[src/rtl/uart_tx_fifo.sv]
// uart_tx_fifo: FIFO-buffered UART transmitter (5..9 data bits, parity, 1/2 stop); UART_TX_BREAK_EN adds tx_break and a BREAK state
module uart_tx_fifo #(
  parameter int CLK_FREQ   = 50000000,
  parameter int BAUD       = 115200,
  parameter int DATA_BITS  = 8,
  parameter int PARITY     = 0,
  parameter int STOP_BITS  = 1,
  parameter int FIFO_DEPTH = 16
) (
  input  logic                          clk,
  input  logic                          reset,
  input  logic                          tx_enable,
  input  logic [DATA_BITS-1:0]          tx_data,
  input  logic                          send,
`ifdef UART_TX_BREAK_EN
  input  logic                          tx_break,
`endif
  output logic                          full,
  output logic                          empty,
  output logic [$clog2(FIFO_DEPTH):0]   level,
  output logic                          overflow,
  output logic                          tx,
  output logic                          busy,
  output logic                          tx_done
);
  localparam int AW = $clog2(FIFO_DEPTH);
  localparam logic [15:0] CPB = 16'(CLK_FREQ / BAUD);
`ifdef UART_TX_BREAK_EN
  typedef enum logic [2:0] {S_IDLE, S_START, S_DATA, S_PAR, S_STOP, S_BRK} state_t;
`else
  typedef enum logic [2:0] {S_IDLE, S_START, S_DATA, S_PAR, S_STOP} state_t;
`endif
  logic [DATA_BITS-1:0] mem [FIFO_DEPTH];
  logic [AW-1:0] wp, rp;
  logic push, pop, ready;
  logic [DATA_BITS-1:0] head, sh, sh_n;
  logic [15:0] cnt, cnt_n;
  logic [3:0] idx, idx_n;
  logic par, par_n, tx_n, busy_n, done_n, fin, bit_end;
  state_t state, state_n;
  assign push = send && !full;
  assign full = level == (AW+1)'(FIFO_DEPTH);
  assign empty = level == '0;
  assign head = mem[rp];
  assign bit_end = cnt == CPB - 16'd1;
  always_ff @(posedge clk)
    if (push) mem[wp] <= tx_data;
  // ready lags occupancy by a cycle so a fresh push starts its frame two edges later
  always_ff @(posedge clk) begin
    if (reset) begin
      wp <= '0;
      rp <= '0;
      level <= '0;
      overflow <= 1'b0;
      ready <= 1'b0;
    end else begin
      wp <= wp + AW'(push);
      rp <= rp + AW'(pop);
      level <= level + (AW+1)'(push) - (AW+1)'(pop);
      overflow <= send && full;
      ready <= !empty && !pop;
    end
  end
  always_ff @(posedge clk) begin
    if (reset) begin
      state <= S_IDLE;
      cnt <= '0;
      idx <= '0;
      sh <= '0;
      par <= 1'b0;
      tx <= 1'b1;
      busy <= 1'b0;
      tx_done <= 1'b0;
    end else begin
      state <= state_n;
      cnt <= cnt_n;
      idx <= idx_n;
      sh <= sh_n;
      par <= par_n;
      tx <= tx_n;
      busy <= busy_n;
      tx_done <= done_n;
    end
  end
  always_comb begin
    state_n = state;
    cnt_n = cnt + 16'd1;
    idx_n = idx;
    sh_n = sh;
    par_n = par;
    tx_n = tx;
    busy_n = busy;
    done_n = 1'b0;
    pop = 1'b0;
    fin = 1'b0;
    case (state)
      S_IDLE: fin = 1'b1;
      S_START:
        if (bit_end) begin
          cnt_n = '0;
          idx_n = '0;
          tx_n = sh[0];
          state_n = S_DATA;
        end
      S_DATA:
        if (bit_end) begin
          cnt_n = '0;
          if (idx == 4'(DATA_BITS - 1)) begin
            idx_n = '0;
            tx_n = (PARITY != 0) ? par : 1'b1;
            state_n = (PARITY != 0) ? S_PAR : S_STOP;
          end else begin
            idx_n = idx + 4'd1;
            sh_n = sh >> 1;
            tx_n = sh[1];
          end
        end
      S_PAR:
        if (bit_end) begin
          cnt_n = '0;
          idx_n = '0;
          tx_n = 1'b1;
          state_n = S_STOP;
        end
      S_STOP:
        if (bit_end) begin
          cnt_n = '0;
          idx_n = idx + 4'd1;
          done_n = idx == 4'(STOP_BITS - 1);
          fin = idx == 4'(STOP_BITS - 1);
        end
`ifdef UART_TX_BREAK_EN
      S_BRK:
        if (idx == '0) begin
          cnt_n = '0;
          idx_n = {3'd0, !tx_break};
          tx_n = !tx_break;
        end else begin
          fin = bit_end;
        end
`endif
      default: state_n = S_IDLE;
    endcase
    if (fin) begin
      cnt_n = '0;
      idx_n = '0;
`ifdef UART_TX_BREAK_EN
      if (tx_break) begin
        tx_n = 1'b0;
        busy_n = 1'b1;
        state_n = S_BRK;
      end else
`endif
      if (tx_enable && ready) begin
        pop = 1'b1;
        sh_n = head;
        par_n = (PARITY == 2) ? ^head : ~^head;
        tx_n = 1'b0;
        busy_n = 1'b1;
        state_n = S_START;
      end else begin
        tx_n = 1'b1;
        busy_n = 1'b0;
        state_n = S_IDLE;
      end
    end
  end
endmodule

[config.mk]
export PLATFORM = sky130hd
export DESIGN_NAME = uart_tx_fifo
export DESIGN_NICKNAME = d
export VERILOG_FILES = /design/src/rtl/uart_tx_fifo.sv
export SDC_FILE = /design/constraint.sdc
export NUM_CORES = 1
export LEC_CHECK = 0
export BUFFER_PORTS_ARGS = -buffer_cell sky130_fd_sc_hd__buf_2
export CORE_MARGIN = 2
export CORE_UTILIZATION = 27
export CTS_CLUSTER_DIAMETER = 100
export DETAILED_ROUTE_END_ITERATION = 8
export GPL_TIMING_DRIVEN = 0
export SYNTH_ARGS = -nofsm -noshare
export SYNTH_HDL_FRONTEND = slang
export SYNTH_SLANG_ARGS = --single-unit
[constraint.sdc]
create_clock -name clk -period 6.3 [get_ports clk]
set_input_delay 0.63 -clock clk [delete_from_list [all_inputs] [get_ports clk]]
set_output_delay 0.63 -clock clk [all_outputs]
set_load 0.01 [all_outputs]
* Word level (Yosys, flattened, before mapping)
Memories as Yosys holds them, arrays and structs flattened. A register that Yosys moved wholly into a read port is not among the register bits.
Index checks and enable logic that the tools add are counted.
** Word-level totals
- Bits in writable memories :: 128
- Memories :: 1
- Flip-flop bits (word level) :: 49
- Output and inout bits :: 11
** Memories
- mem :: words 16, width 8, read ports 1, clocked after Yosys merged registers in 1, write ports 1, RTL line 33 : logic [DATA_BITS-1:0] mem [FIFO_DEPTH];
** Operators by class
- Reductions and logical operators :: 20
- Multiplexer cells :: 33
- Equal/unequal tests :: 15
- Add/sub/neg operators :: 6
- Bitwise gates (word level) :: 1
** Operator list (count)
- 2-to-1 mux 8 bit :: 5
- 2-to-1 mux 16 bit :: 2
- 2-to-1 mux 4 bit :: 5
- adder 16 x 1 -> 16 bit (second input constant) :: 1
- == test 16 x 9 -> 1 bit (second input constant) :: 1
- 2-to-1 mux 3 bit :: 5
- 2-to-1 mux 1 bit :: 12
- inequality test 3 bit (second input constant) :: 4
- one-hot mux 3 bit (4 select lines) :: 1
- one-hot mux 4 bit (3 select lines) :: 1
- adder 4 x 1 -> 4 bit :: 2
- AND reduction 4 bit :: 2
- OR reduction 2 bit :: 4
- == test 3 x 2 -> 1 bit (second input constant) :: 2
- adder 5 x 1 -> 5 bit :: 1
- == test 5 bit (second input constant) :: 1
- logical NOT 5 bit :: 1
- AND reduction 5 bit :: 1
- subtractor 5 x 1 -> 5 bit :: 1
- adder 4 x 1 -> 4 bit (second input constant) :: 1
- == test 4 x 3 -> 1 bit (second input constant) :: 1
- logical AND 1 bit :: 4
- logical NOT 4 bit :: 1
- inequality test 2 x 1 -> 1 bit (second input constant) :: 2
- 11 further kinds :: 14

* Logic depth before layout (Yosys ltp)
Gate-level depths: netlist (run 1).
- Depth in word-level cells :: 6
- Gate-level depth with buffers :: 16
- Depth with buffers taken out :: 15

* Worst setup path before layout (run 1)
OpenSTA, ideal clock, no wires.
- Path type :: flip-flop to flip-flop
- Start :: register cnt[6]
- End :: register level[4]
- Required time :: 6.172 ns
- Buffers on the path :: 1
- Arrival time :: 2.880 ns
- Setup slack :: 3.293 ns
- Setup time :: 0.128 ns
- Stages on the path, launching flop included :: 14
- Path through :: dfxtp_1 or4_4 nor4_2 a21oi_1 clkbuf_1 nand2_1 nand2_1 ha_1 fa_1 a21oi_1 nor2_1 nor2_1 xnor2_1 nor2_1
** Between the ends
- Cells in the longest elaborated chain, start to end :: 5
** Ends and longest elaborated chain
- start, declared :: RTL line 37 : logic [15:0] cnt, cnt_n;
- start signal, assigned :: RTL line 76 : cnt <= cnt_n;
- == test 16 x 9 -> 1 bit :: RTL line 45 : assign bit_end = cnt == CPB - 16'd1;
- 2-to-1 mux 1 bit :: RTL line 126 : if (bit_end) begin
- one-hot mux 1 bit (2 select lines) :: RTL line 96 : case (state)
- 2-to-1 mux 1 bit :: RTL line 144 : if (fin) begin
- subtractor 5 x 1 -> 5 bit :: RTL line 59 : level <= level + (AW+1)'(push) - (AW+1)'(pop);
- end signal, assigned :: RTL line 59
- end, declared :: RTL line 20 : output logic [$clog2(FIFO_DEPTH):0] level,
No other way between the ends.
A chain may end at the register's enable or synchronous reset.

* Worst setup path after layout (run 1)
Same ends and word-level chain as after synthesis.

==> results of run 1 <==
metal layers:
layer / wire length (um) / GRT usage / vias up
li1: - / - / 1950
met1: 6589 / 0.1413 / 2003
met2: 6681 / 0.1615 / 93
met3: 693 / 0.02844 / 17
met4: 214 / 0.04348 / 2
met5: 12 / 0 / -
cell families (layout without fill, tap and decap cells):
logic type / count (synthesis) / in the layout / share of synthesized area
buffers and inverters: 31 / 85 / 0.01652
and+or+nand+nor: 149 / 149 / 0.1113
AOI/OAI and AO/OA: 49 / 49 / 0.04767
xor gates and xnor gates: 23 / 23 / 0.02771
muxes: 43 / 43 / 0.1081
adders and majority gates: 14 / 14 / 0.02513
DFF: 177 / 177 / 0.6636
layout by cell type (no fill, tap or decap), drive strengths merged, types with 9 or more instances in the layout:
cell type	n
a21oi	11
a22oi	12
buf	30
clkbuf	32
dfxtp	49
edfxtp	128
ha	13
inv	14
mux2i	11
mux4	28
nand2	18
nand3	9
nor2	52
nor2b	13
nor3	10
xnor2	13
xor2	10
flip-flops by register name, indices dropped and copies added (netlist names):
signal and count:
state 3, cnt 16, ready 1, rp 4, wp 4, sh 8, busy 1, idx 4
level 5, overflow 1, tx 1, mem 128, tx_done 1
metrics by stage:
stage	cell area (um^2)	hold WS, ps	power, mW	cells
2_1_floorplan	7271	441.0	1.683	486
3_3_place_gp	7807	463.2	1.804	849
3_5_place_dp	7818	476.3	1.810	850
4_1_cts	8403	421.8	2.860	881
5_1_grt	8413	431.9	2.958	881
6_report	8413	449.2	2.826	881
where the power goes:
| group | internal, mW | total [mW] | leakage, nW | switching, mW |
|---|---|---|---|---|
| Sequential | 1.31 | 1.35 | 1.55 | 0.0336 |
| Combinational | 0.200 | 0.433 | 0.919 | 0.234 |
| Clock | 0.593 | 1.05 | 0.290 | 0.455 |
| Total | 2.10 | 2.83 | 2.76 | 0.722 |
layout make-up:
class / count / area (um^2)
multi-input combinational: 278 / 2341
clock buffer: 18 / 429.2
fill: 2662 / 18310
tap: 341 / 426.7
timing repair buffer: 23 / 115.1
sequential: 177 / 4825
buffer: 21 / 82.58
clock inverter: 13 / 156.4
inverter: 10 / 37.54
worst max-delay path by stage:
stage                     endpoint  cells after the start
final                     level[4]                     12
after global routing      level[4]                     12
after CTS                 level[4]                     12
after detailed placement  level[4]                     12
after global placement    level[4]                     12
after floorplan           level[4]                     13
==> impl_metrics.env, run 1 <==
export IMPL_cts_buffer_depth=2
export IMPL_tightestPinTransition_ps=967.7
export IMPL_num_antenna_cells=0
export IMPL_grt_usage=0.1052
export IMPL_clkLatencyLatePin_ps=430
export IMPL_critPathTopFamily="simple AND/OR/NAND/NOR gates"
export IMPL_htreeDepth=4
export IMPL_seq_area_frac_synth=0.6636
export IMPL_cp_max_fo=10
export IMPL_setup_tns_ps=0
export IMPL_synthesis_nets=512
export IMPL_avgRoutedWirePerCell_um=16.11
export IMPL_path_clk_slew_ps=60
export IMPL_min_path_type="input pin to flop"
export IMPL_drtIter0Drc=320
export IMPL_slew_violations=0
export IMPL_finalSetupViolations=0
export IMPL_syn_area_um2=7271
export IMPL_drc=0
export IMPL_crit_arrival_ps=3930
export IMPL_rsz0062_at_grt="no"
export IMPL_crit_path_end_kind="flop"
export IMPL_dieArea_um2=28260
export IMPL_drt_antenna_violating_nets=0
export IMPL_regToRegSetupSlack_ps=2670
export IMPL_antenna_found_initial=1
export IMPL_synth_largest_area_cell="edfxtp_1"
export IMPL_area_delta_synth_final_pct=15.71
export IMPL_numCtsBuffers=17
export IMPL_status="finished, final reports clean"
export IMPL_synth_top_area_frac=0.5287
export IMPL_peakVddDrop_mv=0.2239
export IMPL_grt_max_degree=17
export IMPL_yosysUniqueCellTypes=52
export IMPL_fin_crit_ps=3631
export IMPL_num_io_pins=23
export IMPL_synth_edf_count=128
export IMPL_cp_buffers_inverters=2
export IMPL_first_pass_iters=4
export IMPL_crit_path_cell_trace="or4_4, nor4_2, a21oi_1, inv_2, clkbuf_1, nand2_1, fa_1, a21oi_1, nor2_1, nor2_1, xnor2_1, nor2_1"
export IMPL_fmax_mhz=275.4
export IMPL_start_kind="flop"
export IMPL_post_place_ws_ps=2613
export IMPL_synthCells=486
export IMPL_holdPathStages=2
export IMPL_post_cts_buffers=0
export IMPL_worst_slack_ps=2669
export IMPL_crit_path_top_delay_cell="or4_4"
export IMPL_worstHoldEndpoint="tx"
export IMPL_fin_crit_sh=0.5764
export IMPL_synth_commonest_cells="edfxtp_1, nor2_1, dfxtp_1"
export IMPL_grt_pass1_vias=4048
export IMPL_cts_resized_gates=0
export IMPL_worstSetupStartpoint="cnt[6]"
export IMPL_ys_top_cells_by_area="edfxtp_1, dfxtp_1, mux4_2, nor2_1, ha_1"
export IMPL_max_slew_margin=0.3525
export IMPL_cts_sinks=177
export IMPL_cts_hold_buf=0
export IMPL_yosysWarnings=0
export IMPL_start_util=0.2721
export IMPL_required_ps=6600
export IMPL_layout_drive_gt1_share=0.1907
export IMPL_synth_area_per_cell_um2=14.96
export IMPL_hold_violations=0
export IMPL_num_vias=4065
export IMPL_cp_slowest_stage_delay_ps=590
export IMPL_skew_ps=18.09
export IMPL_clockRootBuffer="clkbuf_16"
export IMPL_cts_tree="yes"
export IMPL_std_cell_rows=60
export IMPL_synth_main_ff_cell="edfxtp_1"
export IMPL_numPortBuffers=22
export IMPL_wl_mm=14.19
export IMPL_regToRegStartpoint="cnt[6]"
export IMPL_critPathMostFrequentCell="nor2_1"
export IMPL_final_util=0.3148
export IMPL_ys_ff_latch=177
export IMPL_vias_per_cell=4.614
export IMPL_core_area_um2=26730
export IMPL_yosysMostFrequentCell="edfxtp_1"
export IMPL_die_w_um=168.1
export IMPL_reg2reg_depth=12
export IMPL_dp_hpwl_mm=9.423
export IMPL_die_h_um=168.1
export IMPL_crit_type="flop to flop"
export IMPL_r2r_end="level[4]"
export IMPL_maxCapViolations=0
export IMPL_hold_start="reset"
export IMPL_async_flop_share=0
export IMPL_power_leakage_nw=2.763
export IMPL_grt_pass1_wl_mm=22.34
export IMPL_nNetsFinal=554
export IMPL_gp_congestion=0.7837
export IMPL_p_per_area_nw_per_um2=336.0
export IMPL_grt_overflow=0
(Power assumes the default switching activity.)
==> run 2, diff against run 1 <==
- ABC_AREA: unset -> 1
- clock period: 6.3 -> 3.02 ns (I/O delays scaled with it)
==> run 2 against run 1 <==
Non-clock buffer count up 6. Synthesized cell count up 54%. Sequential share of layout area down 2.9 points. Register-to-register slack worse by 2400 ps. Critical path type unchanged.
==> impl_metrics.env, run 2 <==
export IMPL_status="finished, final reports clean"
export IMPL_grt_pass1_wl_mm=29.59
export IMPL_critPathTopFamily="adder cells"
export IMPL_avgRoutedWirePerCell_um=15.94
export IMPL_synth_largest_area_cell="edfxtp_1"
export IMPL_required_ps=3330
export IMPL_clkLatencyLatePin_ps=440
export IMPL_rsz0062_at_grt="no"
export IMPL_cts_hold_buf=0
export IMPL_area_delta_synth_final_pct=15.64
export IMPL_die_h_um=172.5
export IMPL_numPortBuffers=22
export IMPL_crit_arrival_ps=3060
export IMPL_p_comb_frac=0.220
export IMPL_skew_ps=16.69
export IMPL_peakVddDrop_mv=0.4708
export IMPL_tightestPinTransition_ps=1123
export IMPL_cp_buffers_inverters=1
export IMPL_core_area_um2=27860
export IMPL_htreeDepth=4
export IMPL_final_common_cell="nor2_1"
export IMPL_die_w_um=172.5
export IMPL_fin_crit_ps=2745
export IMPL_grt_usage=0.1344
export IMPL_crit_path_top_delay_cell="fa_1"
export IMPL_finalSetupViolations=0
export IMPL_p_switching_mw=2.162
export IMPL_numCtsBuffers=17
export IMPL_drt_antenna_violating_nets=0
export IMPL_fmax_mhz=364.3
export IMPL_largest_register_ffs=128
export IMPL_nNetsFinal=815
export IMPL_hold_violations=0
export IMPL_layout_common_cells="nor2_1, edfxtp_1, nand2_1"
export IMPL_fin_crit_sh=0.9089
export IMPL_slew_violations=0
export IMPL_min_path_type="input pin to flop"
export IMPL_num_io_pins=23
export IMPL_worst_slack_ps=275.0
export IMPL_p_per_area_nw_per_um2=741.3
export IMPL_wl_mm=18.81
export IMPL_crit_type="flop to flop"
export IMPL_power_share_clock=0.344
export IMPL_num_vias=5435
export IMPL_synthCells=748
export IMPL_clockRootBuffer="clkbuf_16"
export IMPL_maxCapViolations=0
export IMPL_sw_frac_of_total=0.3291
export IMPL_cts_sinks=177
export IMPL_std_cell_rows=61
export IMPL_cts_buffer_depth=2
export IMPL_ys_ff_latch=177
export IMPL_crit_path_cell_trace="ha_1, nand2_1, nor2_4, nand3_2, nand2_4, nand3_4, buf_6, nand2_1, nand2_1, ha_1, fa_1, a21oi_1, o21ai_0, o21ai_0, a21oi_1"
export IMPL_yosysUniqueCellTypes=38
export IMPL_placedCellCount=1148
export IMPL_grt_overflow=0
export IMPL_post_place_ws_ps=248.8
export IMPL_dp_hpwl_mm=12.70
export IMPL_gp_congestion=0.8568
export IMPL_drtIter0Drc=429
export IMPL_cp_max_fo=10
export IMPL_finalNonFillerCells=1180
export IMPL_synth_area_per_cell_um2=10.24
export IMPL_p_seq_frac=0.435
export IMPL_ys_top_cells_by_area="edfxtp_1, dfxtp_1, nor2_1, o21ai_0, nand2_1"
export IMPL_vias_per_cell=4.606
export IMPL_reg_largest_list="mem x128, cnt x16, sh x8"
export IMPL_max_slew_margin=0.2486
export IMPL_start_util=0.2751
export IMPL_grt_pass1_vias=5237
export IMPL_p_int_mw=4.407
export IMPL_synthesis_nets=774
export IMPL_synth_top_area_frac=0.5016
export IMPL_post_cts_buffers=0
export IMPL_syn_area_um2=7662
export IMPL_power_leakage_nw=3.090
export IMPL_antenna_found_initial=0
export IMPL_first_pass_iters=5
export IMPL_yosysWarnings=0
export IMPL_critPathMostFrequentCell="nand2_1"
export IMPL_synth_edf_count=128
export IMPL_synth_commonest_cells="nor2_1, edfxtp_1, nand2_1"
export IMPL_seq_area_frac_synth=0.6297
export IMPL_setup_tns_ps=0
export IMPL_synth_main_ff_cell="edfxtp_1"
export IMPL_grt_max_degree=20
export IMPL_crit_path_end_kind="flop"
export IMPL_path_clk_slew_ps=70
export IMPL_dieArea_um2=29740
export IMPL_yosysMostFrequentCell="nor2_1"
export IMPL_cts_tree="yes"
export IMPL_cp_slowest_stage_delay_ps=420
export IMPL_num_antenna_cells=0
export IMPL_async_flop_share=0
export IMPL_start_kind="flop"
export IMPL_largest_register="mem"
export IMPL_layout_drive_gt1_share=0.1097
export IMPL_drc=0
## run 2: changes by cell type in the layout (fill, tap and decap cells not counted), sizes merged, moves of 8 or more
cell / before / now
nor2b: 13 / 0
nand2: 18 / 94
xnor2: 13 / 4
mux4: 28 / 0
a211oi: 8 / 0
mux2i: 11 / 0
nor2: 52 / 159
o211ai: 2 / 27
o21ai: 3 / 86
nand3: 9 / 44
a22oi: 12 / 0
inv: 14 / 64
## run 2: worst reg2reg max path, cell delays in order, from the launching register on
cell	delay, ps
dfxtp_1	370
ha_1	180
nand2_1	120
nor2_4	170
nand3_2	130
nand2_4	120
nand3_4	110
buf_6	170
nand2_1	60
nand2_1	50
ha_1	210
fa_1	420
a21oi_1	170
o21ai_0	120
o21ai_0	160
a21oi_1	60
## run 2: power groups by stage
stage	combinational (mW)	sequential, mW	clock (mW)
5_1_grt	1.64	2.88	2.40
3_5_place_dp	1.44	2.91	0
3_3_place_gp	1.41	2.91	0
6_report	1.45	2.86	2.26
4_1_cts	1.45	2.86	2.29
2_1_floorplan	0.960	2.91	0
## run 2: what timing repair did
| item | CTS | global route |
|---|---|---|
| gates resized for setup | 0 | 3 |
| setup endpoints to repair | 0 | 1 |
| endpoints found under the hold margin | 0 | 0 |
## run 2: final cells by class
| cell class | count | area, um^2 |
|---|---|---|
| fillers | 2866 | 19000 |
| flip-flops and latches | 177 | 4826 |
| multi-input cells | 484 | 2494 |
| well taps | 378 | 473.0 |
| clock buffers | 17 | 425.4 |
| inverters | 59 | 221.5 |
| clock inverters | 15 | 181.4 |
| plain buffers | 28 | 130.1 |
| repair buffers | 22 | 110.1 |
## run 2: path summary, 6_finish.rpt
path / startpoint / end / slack, ps / cells after the start
worst max-delay path: cnt[0] / level[4] / 270 / 15
worst min-delay path: send / overflow / 110 / 3
worst max register to register: cnt[0] / level[4] / 270 / 15
worst min register to register: busy / busy / 450 / 2
## run 2: logic make-up after synthesis
group,after synthesis,synth area share
and+or+nand+nor,321,0.1837
DFF,177,0.6297
AOI/OAI and AO/OA,131,0.09634
buffers and inverters,87,0.04588
xor gates and xnor gates,18,0.02057
adders and majority gates,14,0.02384
## run 2: metal layers
| layer | up-vias | global-route usage | part of all wire |
|---|---|---|---|
| li1 | 2650 | - | - |
| met1 | 2566 | 0.1781 | 0.45 |
| met2 | 190 | 0.2110 | 0.45 |
| met3 | 29 | 0.03822 | 0.075 |
| met4 | 0 | 0.04348 | 0.019 |
| met5 | - | 0.01043 | 0 |
## run 2: stage by stage
| step | area, um^2 | hold slack, ps | util | power (mW) |
|---|---|---|---|---|
| after floorplan | 7662 | 371.1 | - | 3.867 |
| after global routing | 8861 | 106.1 | 0.3181 | 6.918 |
| after detailed placement | 8245 | 431.1 | 0.2960 | 4.356 |
| after global placement | 8245 | 431.6 | 0.2960 | 4.323 |
| final | 8861 | 108.4 | 0.3181 | 6.569 |
| after CTS | 8852 | 87.47 | 0.3178 | 6.603 |
